File: config.mk
export PLATFORM = sky130hd
export DESIGN_NAME = data_deframer_flat
export DESIGN_NICKNAME = d
export VERILOG_FILES = /design/src/rtl/uart_frame_pkg.sv /design/src/rtl/data_deframer_if.sv /design/src/rtl/data_deframer.sv /design/src/flat_wrapper.sv
export SDC_FILE = /design/constraint.sdc
export NUM_CORES = 1
export LEC_CHECK = 0
export CAP_MARGIN = 5
export CORE_ASPECT_RATIO = 0.9
export CORE_MARGIN = 3
export CORE_UTILIZATION = 55
export CTS_BUF_LIST = sky130_fd_sc_hd__clkbuf_8
export CTS_CLUSTER_DIAMETER = 150
export DETAILED_ROUTE_END_ITERATION = 6
export DONT_BUFFER_PORTS = 1
export GPL_TIMING_DRIVEN = 0
export PLACE_DENSITY_LB_ADDON = 0.08
export SYNTH_ARGS = -nofsm -noshare
export SYNTH_HDL_FRONTEND = slang
export SYNTH_SLANG_ARGS = --single-unit
File: constraint.sdc
create_clock -name clk -period 2 [get_ports clk]
set_clock_uncertainty 0.05 [all_clocks]
set_input_delay 0.2 -clock clk [delete_from_list [all_inputs] [get_ports clk]]
set_output_delay 0.2 -clock clk [all_outputs]
set_load 0.02 [all_outputs]
File: src/rtl/uart_frame_pkg.sv
// Shared framing definitions for the UART transmit framer and receive deframer.
// Contents: start/end marker bytes and the deframer state encoding.
// Both ends import this so the on-wire markers have exactly one definition.
package uart_frame_pkg;

  localparam logic [7:0] START_BYTE = 8'hAA;
  localparam logic [7:0] END_BYTE   = 8'hBB;

  typedef enum logic [1:0] {
    HUNT     = 2'd0,
    RD_BYTES = 2'd1,
    RD_END   = 2'd2,
    OUTPUT   = 2'd3
  } deframer_state_e;

endpackage

File: src/rtl/data_deframer_if.sv
// Bus bundle between RX FIFO, deframer and downstream word consumer.
// Ports: FIFO head byte/empty/pop, assembled word with valid/ready, error pulse.
// master = deframer side, slave = environment (FIFO owner + consumer).
interface data_deframer_if #(
  parameter int NBYTES = 4
) ();

  logic [7:0]          uart_data_i;
  logic                uart_fifo_empty_i;
  logic                uart_rd_en_o;
  logic [8*NBYTES-1:0] data_o;
  logic                valid_o;
  logic                ready_i;
  logic                frame_err_o;

  modport master (
    input  uart_data_i, uart_fifo_empty_i, ready_i,
    output uart_rd_en_o, data_o, valid_o, frame_err_o
  );

  modport slave (
    output uart_data_i, uart_fifo_empty_i, ready_i,
    input  uart_rd_en_o, data_o, valid_o, frame_err_o
  );

endinterface

File: src/rtl/data_deframer.sv
// Purpose: pops RX FIFO bytes, hunts for 0xAA, gathers NBYTES payload LSB-first, checks 0xBB.
// Latency: valid_o rises on the edge after the end byte is popped; one frame per NBYTES+3 cycles.
// Backpressure: while a word is held for downstream the FIFO is not popped at all.
// Ports: clk, rst (sync, active-high); bus (master) carries FIFO pop side,
//        data_o/valid_o/ready_i word output and the one-cycle frame_err_o pulse.
module data_deframer
  import uart_frame_pkg::*;
#(
  parameter int NBYTES = 4
) (
  input  logic            clk,
  input  logic            rst,
  data_deframer_if.master bus
);

  localparam int W  = 8 * NBYTES;
  localparam int CW = (NBYTES > 1) ? $clog2(NBYTES) : 1;

  deframer_state_e state_q, state_d;
  logic [CW-1:0]   byte_cnt_q, byte_cnt_d;
  logic [W-1:0]    shreg_q, shreg_d;
  logic [W-1:0]    data_q, data_d;
  logic            valid_q, valid_d;
  logic            frame_err_q, frame_err_d;
  logic            accept;

  // A byte is consumed whenever we pop; nothing is popped while a word is held.
  assign accept = !rst && !bus.uart_fifo_empty_i && (state_q != OUTPUT);

  assign bus.uart_rd_en_o = accept;
  assign bus.data_o       = data_q;
  assign bus.valid_o      = valid_q;
  assign bus.frame_err_o  = frame_err_q;

  always_comb begin
    state_d     = state_q;
    byte_cnt_d  = byte_cnt_q;
    shreg_d     = shreg_q;
    data_d      = data_q;
    valid_d     = valid_q;
    frame_err_d = 1'b0;

    case (state_q)
      HUNT: begin
        if (accept && (bus.uart_data_i == START_BYTE)) begin
          state_d    = RD_BYTES;
          byte_cnt_d = '0;
        end
      end

      RD_BYTES: begin
        if (accept) begin
          // Shift in from the top so the first payload byte ends up in bits [7:0].
          shreg_d    = (shreg_q >> 8) | (W'(bus.uart_data_i) << (W - 8));
          byte_cnt_d = byte_cnt_q + 1'b1;
          if (byte_cnt_q == CW'(NBYTES - 1)) begin
            state_d = RD_END;
          end
        end
      end

      RD_END: begin
        if (accept) begin
          if (bus.uart_data_i == END_BYTE) begin
            state_d = OUTPUT;
            data_d  = shreg_q;
            valid_d = 1'b1;
          end else begin
            // The bad byte is consumed even if it is 0xAA: no resync on it.
            state_d     = HUNT;
            frame_err_d = 1'b1;
          end
        end
      end

      OUTPUT: begin
        if (valid_q && bus.ready_i) begin
          valid_d = 1'b0;
          state_d = HUNT;
        end
      end

      default: begin
        state_d = HUNT;
        valid_d = 1'b0;
      end
    endcase
  end

  always_ff @(posedge clk) begin
    if (rst) begin
      state_q     <= HUNT;
      byte_cnt_q  <= '0;
      shreg_q     <= '0;
      data_q      <= '0;
      valid_q     <= 1'b0;
      frame_err_q <= 1'b0;
    end else begin
      state_q     <= state_d;
      byte_cnt_q  <= byte_cnt_d;
      shreg_q     <= shreg_d;
      data_q      <= data_d;
      valid_q     <= valid_d;
      frame_err_q <= frame_err_d;
    end
  end

endmodule
File: src/flat_wrapper.sv
// flat-port wrapper written by rule: the top's interface ports become plain ports
module data_deframer_flat import uart_frame_pkg::*;
#(
  parameter int NBYTES = 4
)
  (clk, rst, bus_uart_data_i, bus_uart_fifo_empty_i, bus_ready_i, bus_uart_rd_en_o, bus_data_o, bus_valid_o, bus_frame_err_o);
  data_deframer_if #(.NBYTES(NBYTES)) bus_i ();
  input  logic clk;
  input  logic rst;
  input wire logic [$bits(bus_i.uart_data_i)-1:0] bus_uart_data_i;
  input wire logic [$bits(bus_i.uart_fifo_empty_i)-1:0] bus_uart_fifo_empty_i;
  input wire logic [$bits(bus_i.ready_i)-1:0] bus_ready_i;
  output wire logic [$bits(bus_i.uart_rd_en_o)-1:0] bus_uart_rd_en_o;
  output wire logic [$bits(bus_i.data_o)-1:0] bus_data_o;
  output wire logic [$bits(bus_i.valid_o)-1:0] bus_valid_o;
  output wire logic [$bits(bus_i.frame_err_o)-1:0] bus_frame_err_o;
  assign bus_i.uart_data_i = bus_uart_data_i;
  assign bus_i.uart_fifo_empty_i = bus_uart_fifo_empty_i;
  assign bus_i.ready_i = bus_ready_i;
  assign bus_uart_rd_en_o = bus_i.uart_rd_en_o;
  assign bus_data_o = bus_i.data_o;
  assign bus_valid_o = bus_i.valid_o;
  assign bus_frame_err_o = bus_i.frame_err_o;
  data_deframer #(.NBYTES(NBYTES)) u_core (.clk(clk), .rst(rst), .bus(bus_i));
endmodule
== After elaboration in Yosys (flattened, before gate mapping) ==
Index checks and enable logic that the tools add are counted.
Cells by class
  add/sub/neg operators: 1
  eq/ne operators: 13
  mux-type cells: 15
  bitwise gates (word level): 3
  reduce and logical (&&, ||, !) cells: 15
Operators by type and width (count)
  $or 24x32->32: 1
  $eq 8x8->1 const B: 2
  $mux 2: 8
  $ne 2x1->1 const B: 6
  $pmux 2 s4: 1
  $eq 2x2->1 const B: 3
  $reduce_and 3->1: 2
  $reduce_and 5->1: 1
  $logic_and 1x1->1: 4
  $mux 1: 4
  $pmux 2 s2: 1
  $reduce_and 4->1: 1
  $reduce_bool 2->1: 2
  $reduce_or 3->1: 1
  $add 2x1->2 const B: 1
  $eq 2x1->1 const B: 1
  $logic_not 1->1: 2
  $logic_not 2->1: 1
  $ne 2x2->1 const B: 1
  $not 1->1: 2
  $pmux 1 s2: 1
  $reduce_and 2->1: 1
Word-level totals
  register bits: 70
  output and inout bits: 35
  logic and storage cells: 53

== Logic depth before layout (Yosys ltp) ==
  depth in word-level cells: 6
  depth in mapped cells: 7
  gate-level depth less buffers: 4

== Worst setup path before layout ==
OpenSTA, ideal clock, no wires.
  path type: register to register
  start: register u_core.state_q[1]
  end: register u_core.data_q[13], in the netlist u_core.bus.data_o[13]
  library setup time: 0.121 ns
  arrival: 1.283 ns
  setup slack: 0.546 ns
  stages on the path, launching flop included: 7
  path buffers: 3
  cell sequence: dfxtp_1 buf_2 nor4b_2 and4_1 buf_4 buf_4 o21ai_0
On the way
  longest elaborated chain between the ends: 3
  elaborated cells between the ends (all ways): 4
RTL lines
  from (decl): RTL line data_deframer.sv:19  | deframer_state_e state_q, state_d;
  from (signal assigned): RTL line data_deframer.sv:99  | state_q <= state_d;
  $ne 2x2->1: RTL line data_deframer.sv:28  | assign accept = !rst && !bus.uart_fifo_empty_i && (state_q != OUTPUT);
  $logic_and 1x1->1: RTL line data_deframer.sv:28
  $reduce_and 3->1 (no line) *
  to (signal assigned): RTL line data_deframer.sv:102  | data_q <= data_d;
  to (decl): RTL line data_deframer.sv:22  | logic [W-1:0] data_q, data_d;
Mark *: on every way between the ends. The rest lies on a longest branch, timed or not.
A chain may end at the register's enable or synchronous reset.

== Final worst setup path ==
  start: register u_core.state_q[1]
  end: register u_core.shreg_q[9]
On the way
  longest elaborated chain between the ends: 3
  elaborated cells between the ends (all ways): 4
RTL lines
  $ne 2x2->1: RTL line data_deframer.sv:28
  $logic_and 1x1->1: RTL line data_deframer.sv:28
  $reduce_and 2->1 (no line) *
  to (signal assigned): RTL line data_deframer.sv:101  | shreg_q <= shreg_d;
  to (decl): RTL line data_deframer.sv:21  | logic [W-1:0] shreg_q, shreg_d;
Marks and branches as above.

==> summary.txt <==
Clock tree
  – TritonCTS clock tree: done
  – CTS Root Cell: clkbuf_8
  – Worst-path clk slew: 0.06 ns
  – Cells resized by post-CTS repair: 0
  – Clock Latency Late Sink: about 0.34 ns
  – TritonCTS Sinks: 70
  – CTS Buffer Depth: 2
  – CTS buffer count: 9
  – Htree depth: 3

Power
  – Combinational share of power: roughly 1.9%
  – Net Sw Power: 510.6 uW
  – Power per cell area: about 860 nW/um2
  – Sw frac: 20.38%
  – Internal power: between 1500 and 2000 uW
  – Max VDD drop: approximately 0.58 mV
  – Leakage: 0.001016 uW
  – Reg power frac: between 50% and 60%
  – Clock network fraction of design power: 42.5%

Timing
  – Final Critical Period: around 1.7 ns
  – RSZ-0062 raised after global routing: false
  – Final hold viol count: 0
  – Normalized max-slew margin: 50.49%
  – Period utilisation layout: between 80% and 90%
  – Setup TNS Final: 0 ns
  – Setup violators final: 0
  – Worst Tran Pin Value: approximately 0.74 ns
  – Peak Freq: slightly below 0.6 GHz
  – Final Slew Violations: 0
  – Setup ws final: 0.2700 ns

Setup path
  – Worst Path Required: around 2.2 ns
  – R2R Path End: u_core.shreg_q[9]
  – CP Launch Type: flip-flop
  – Reg2reg path depth: 5
  – R2r setup slk: ~0.27 ns
  – Worst-path fanout max: 10
  – Worst Setup End Kind: flip-flop
  – Kind of critical path: reg2reg
  – Worst reg2reg startpoint: u_core.state_q[1]
  – CP arrival: 1.89 ns

Finish
  – Multi-input gate area: about 1000 um2
  – Antenna diodes: 0
  – Reg area: 1401 um2
  – Area delta synth->final: 13.33%
  – Most frequent cells in the layout: nand2_1 (132), dfxtp_1 (70), o21ai_0 (60)
  – Final #Nets: 351
  – Most common library cell in the layout ignoring fill and taps: nand2_1
  – Layout cells sized above 1: under 10%
  – Filler instances: between 300 and 400

Die
  – Starting Density: 60.06%
  – Die X: 77.95 um
  – Die Y: 70.76 um
  – Core area: roughly 4300 um2
  – I/O Pins: 47
  – Die area: 5515 um2
  – Rows: 22

Global routing
  – Global Route met3 Usage: 10.69%
  – Vias in the first global route: between 2,000 and 2,500
  – Total track usage: a little under a quarter
  – Initial antenna violation count: 0
  – Most Crowded Layer GR: met2
  – GR Overflow Total: 0
  – Largest net degree at the start of global routing: 11
  – Met2 Use GR: a little under two fifths
  – First-pass GRT wire length: between 9 and 10 mm
  – Met1 usage: between 20% and 30%

Min path
  – Hold_sp: rst
  – Worst min-delay path category: in2reg
  – Hold depth: 2
  – Hold EP: u_core.bus.frame_err_o

Status
  – Status: completed

Route
  – ANT nets after route: 0
  – Drt first pass iters: 4
  – DR vias: around 2,100
  – WL/cell: approximately 14 um
  – Routed WL: approximately 5.7 mm
  – Via density: between 5 and 6
  – DRC Markers: 0
  – Initial DRC count: slightly above 80

Place
  – Port Buffers: 0
  – RD Place Congestion: 0.7771
  – Final HPWL DP: approximately 3.9 mm
  – Post-place setup slack: about 0.27 ns

Yosys
  – Yosys reg bits: 70
  – Mapped Area: roughly 2600 um2
  – Syn Nets: between 300 and 400
  – Yosys Warn Count: 0
  – Count of cell types in the netlist: 23
  – Synth Instances: between 300 and 400
  – Syn_area_per_cell: just over 8 um2
  – Sequential fraction of the synthesis area: between 50 and 60%

Job
  – MaxCap Viol Count: 0
[cell usage after synthesis]
cell type / number / area share [%]
o21a_1: 1 / 0.29
buf_2: 4 / 0.78
clkbuf_1: 9 / 1.3
o21ai_0: 60 / 12
o221ai_1: 1 / 0.34
and3_1: 1 / 0.24
buf_4: 5 / 1.5
and4b_1: 1 / 0.39
nand3_1: 2 / 0.39
inv_1: 3 / 0.44
a21oi_1: 2 / 0.39
and2_1: 1 / 0.24
nor2_1: 2 / 0.29
o21ai_1: 7 / 1.4
a211oi_1: 4 / 1.2
buf_6: 4 / 1.8
dfxtp_1: 70 / 55
o31ai_1: 1 / 0.29
ha_1: 1 / 0.49
and4_1: 2 / 0.68
nand2_1: 132 / 19
nor4b_2: 2 / 1.2
nor2b_1: 3 / 0.73
[worst max-delay path by stage]
stage	from	end	slack, ns	cells after the start
6_report	u_core.state_q[1]	u_core.shreg_q[9]	0.27	5
5_1_grt	u_core.state_q[1]	u_core.bus.data_o[8]	0.09	5
4_1_cts	u_core.state_q[1]	u_core.bus.data_o[8]	0.25	5
3_5_place_dp	u_core.state_q[1]	u_core.bus.data_o[8]	0.27	5
3_3_place_gp	u_core.state_q[1]	u_core.bus.data_o[8]	0.29	5
2_1_floorplan	u_core.state_q[1]	u_core.bus.data_o[13]	0.55	6
[stage by stage]
| step | hold WS, ns | total power [uW] | util, % | instances | instance area (um2) |
|---|---|---|---|---|---|
| 5_1_grt | 0.01224 | 2582 | 68.06 | 400 | 2904 |
| 3_5_place_dp | 0.2284 | 1458 | 61.82 | 378 | 2638 |
| 4_1_cts | 0.0004857 | 2520 | 68.06 | 400 | 2904 |
| 2_1_floorplan | 0.2224 | 1450 | - | 318 | 2562 |
| 6_report | 0.01104 | 2505 | 68.06 | 400 | 2904 |
| 3_3_place_gp | 0.2264 | 1458 | 61.82 | 378 | 2638 |
[cell families after synthesis]
group                    after synthesis  share of synthesized area [%]
AND/OR/NAND/NOR                      146                          23.49
AO/OA/AOI/OAI                         76                          15.58
adder cells (fa/ha/maj)                1                         0.4882
flip-flops                            70                          54.69
buffers and inverters                 25                          5.762
[repair_timing]
action                    in CTS  in global routing
hold endpoints to repair      11                  0
buffers inserted               0                  0
hold buffers                   9                  0
[worst max-delay path, stage by stage, from the launching register on]
cell and delay [ns]:
dfxtp_1 0.30, buf_2 0.16, nor4b_2 0.46, buf_2 0.28, buf_2 0.23, o21ai_0 0.13
[routing by layer]
layer  wire (um)  part of all wire, %
met5           0                    0
met4          43                 0.76
met3         433                  7.6
met2        2595                   46
met1        2597                   46
[state kept, by name (all words and copies together) (netlist names)]
register,count
u_core.state_q,2
u_core.byte_cnt_q,2
u_core.bus.frame_err_o,1
u_core.bus.data_o,32
u_core.shreg_q,32
u_core.bus.valid_o,1
[cell type report]
cell class | instances | area share, %
flip-flops and latches | 70 | 48.25
multi-input cells | 223 | 34.90
clock buffers | 10 | 4.739
plain buffers | 22 | 4.696
repair buffers | 9 | 3.102
well taps | 60 | 2.585
clock inverters | 3 | 1.336
inverters | 3 | 0.3878
[power by group through the flow]
stage               clock (uW)  sequential [uW]  combinational, uW
CTS                       1080             1390               47.5
detailed placement           0             1430               32.6
finish                    1060             1390               47.7
floorplan                    0             1430               24.1
global route              1140             1390               53.1
global placement             0             1430               32.2
Note: power is estimated with default switching activity, not from simulation.
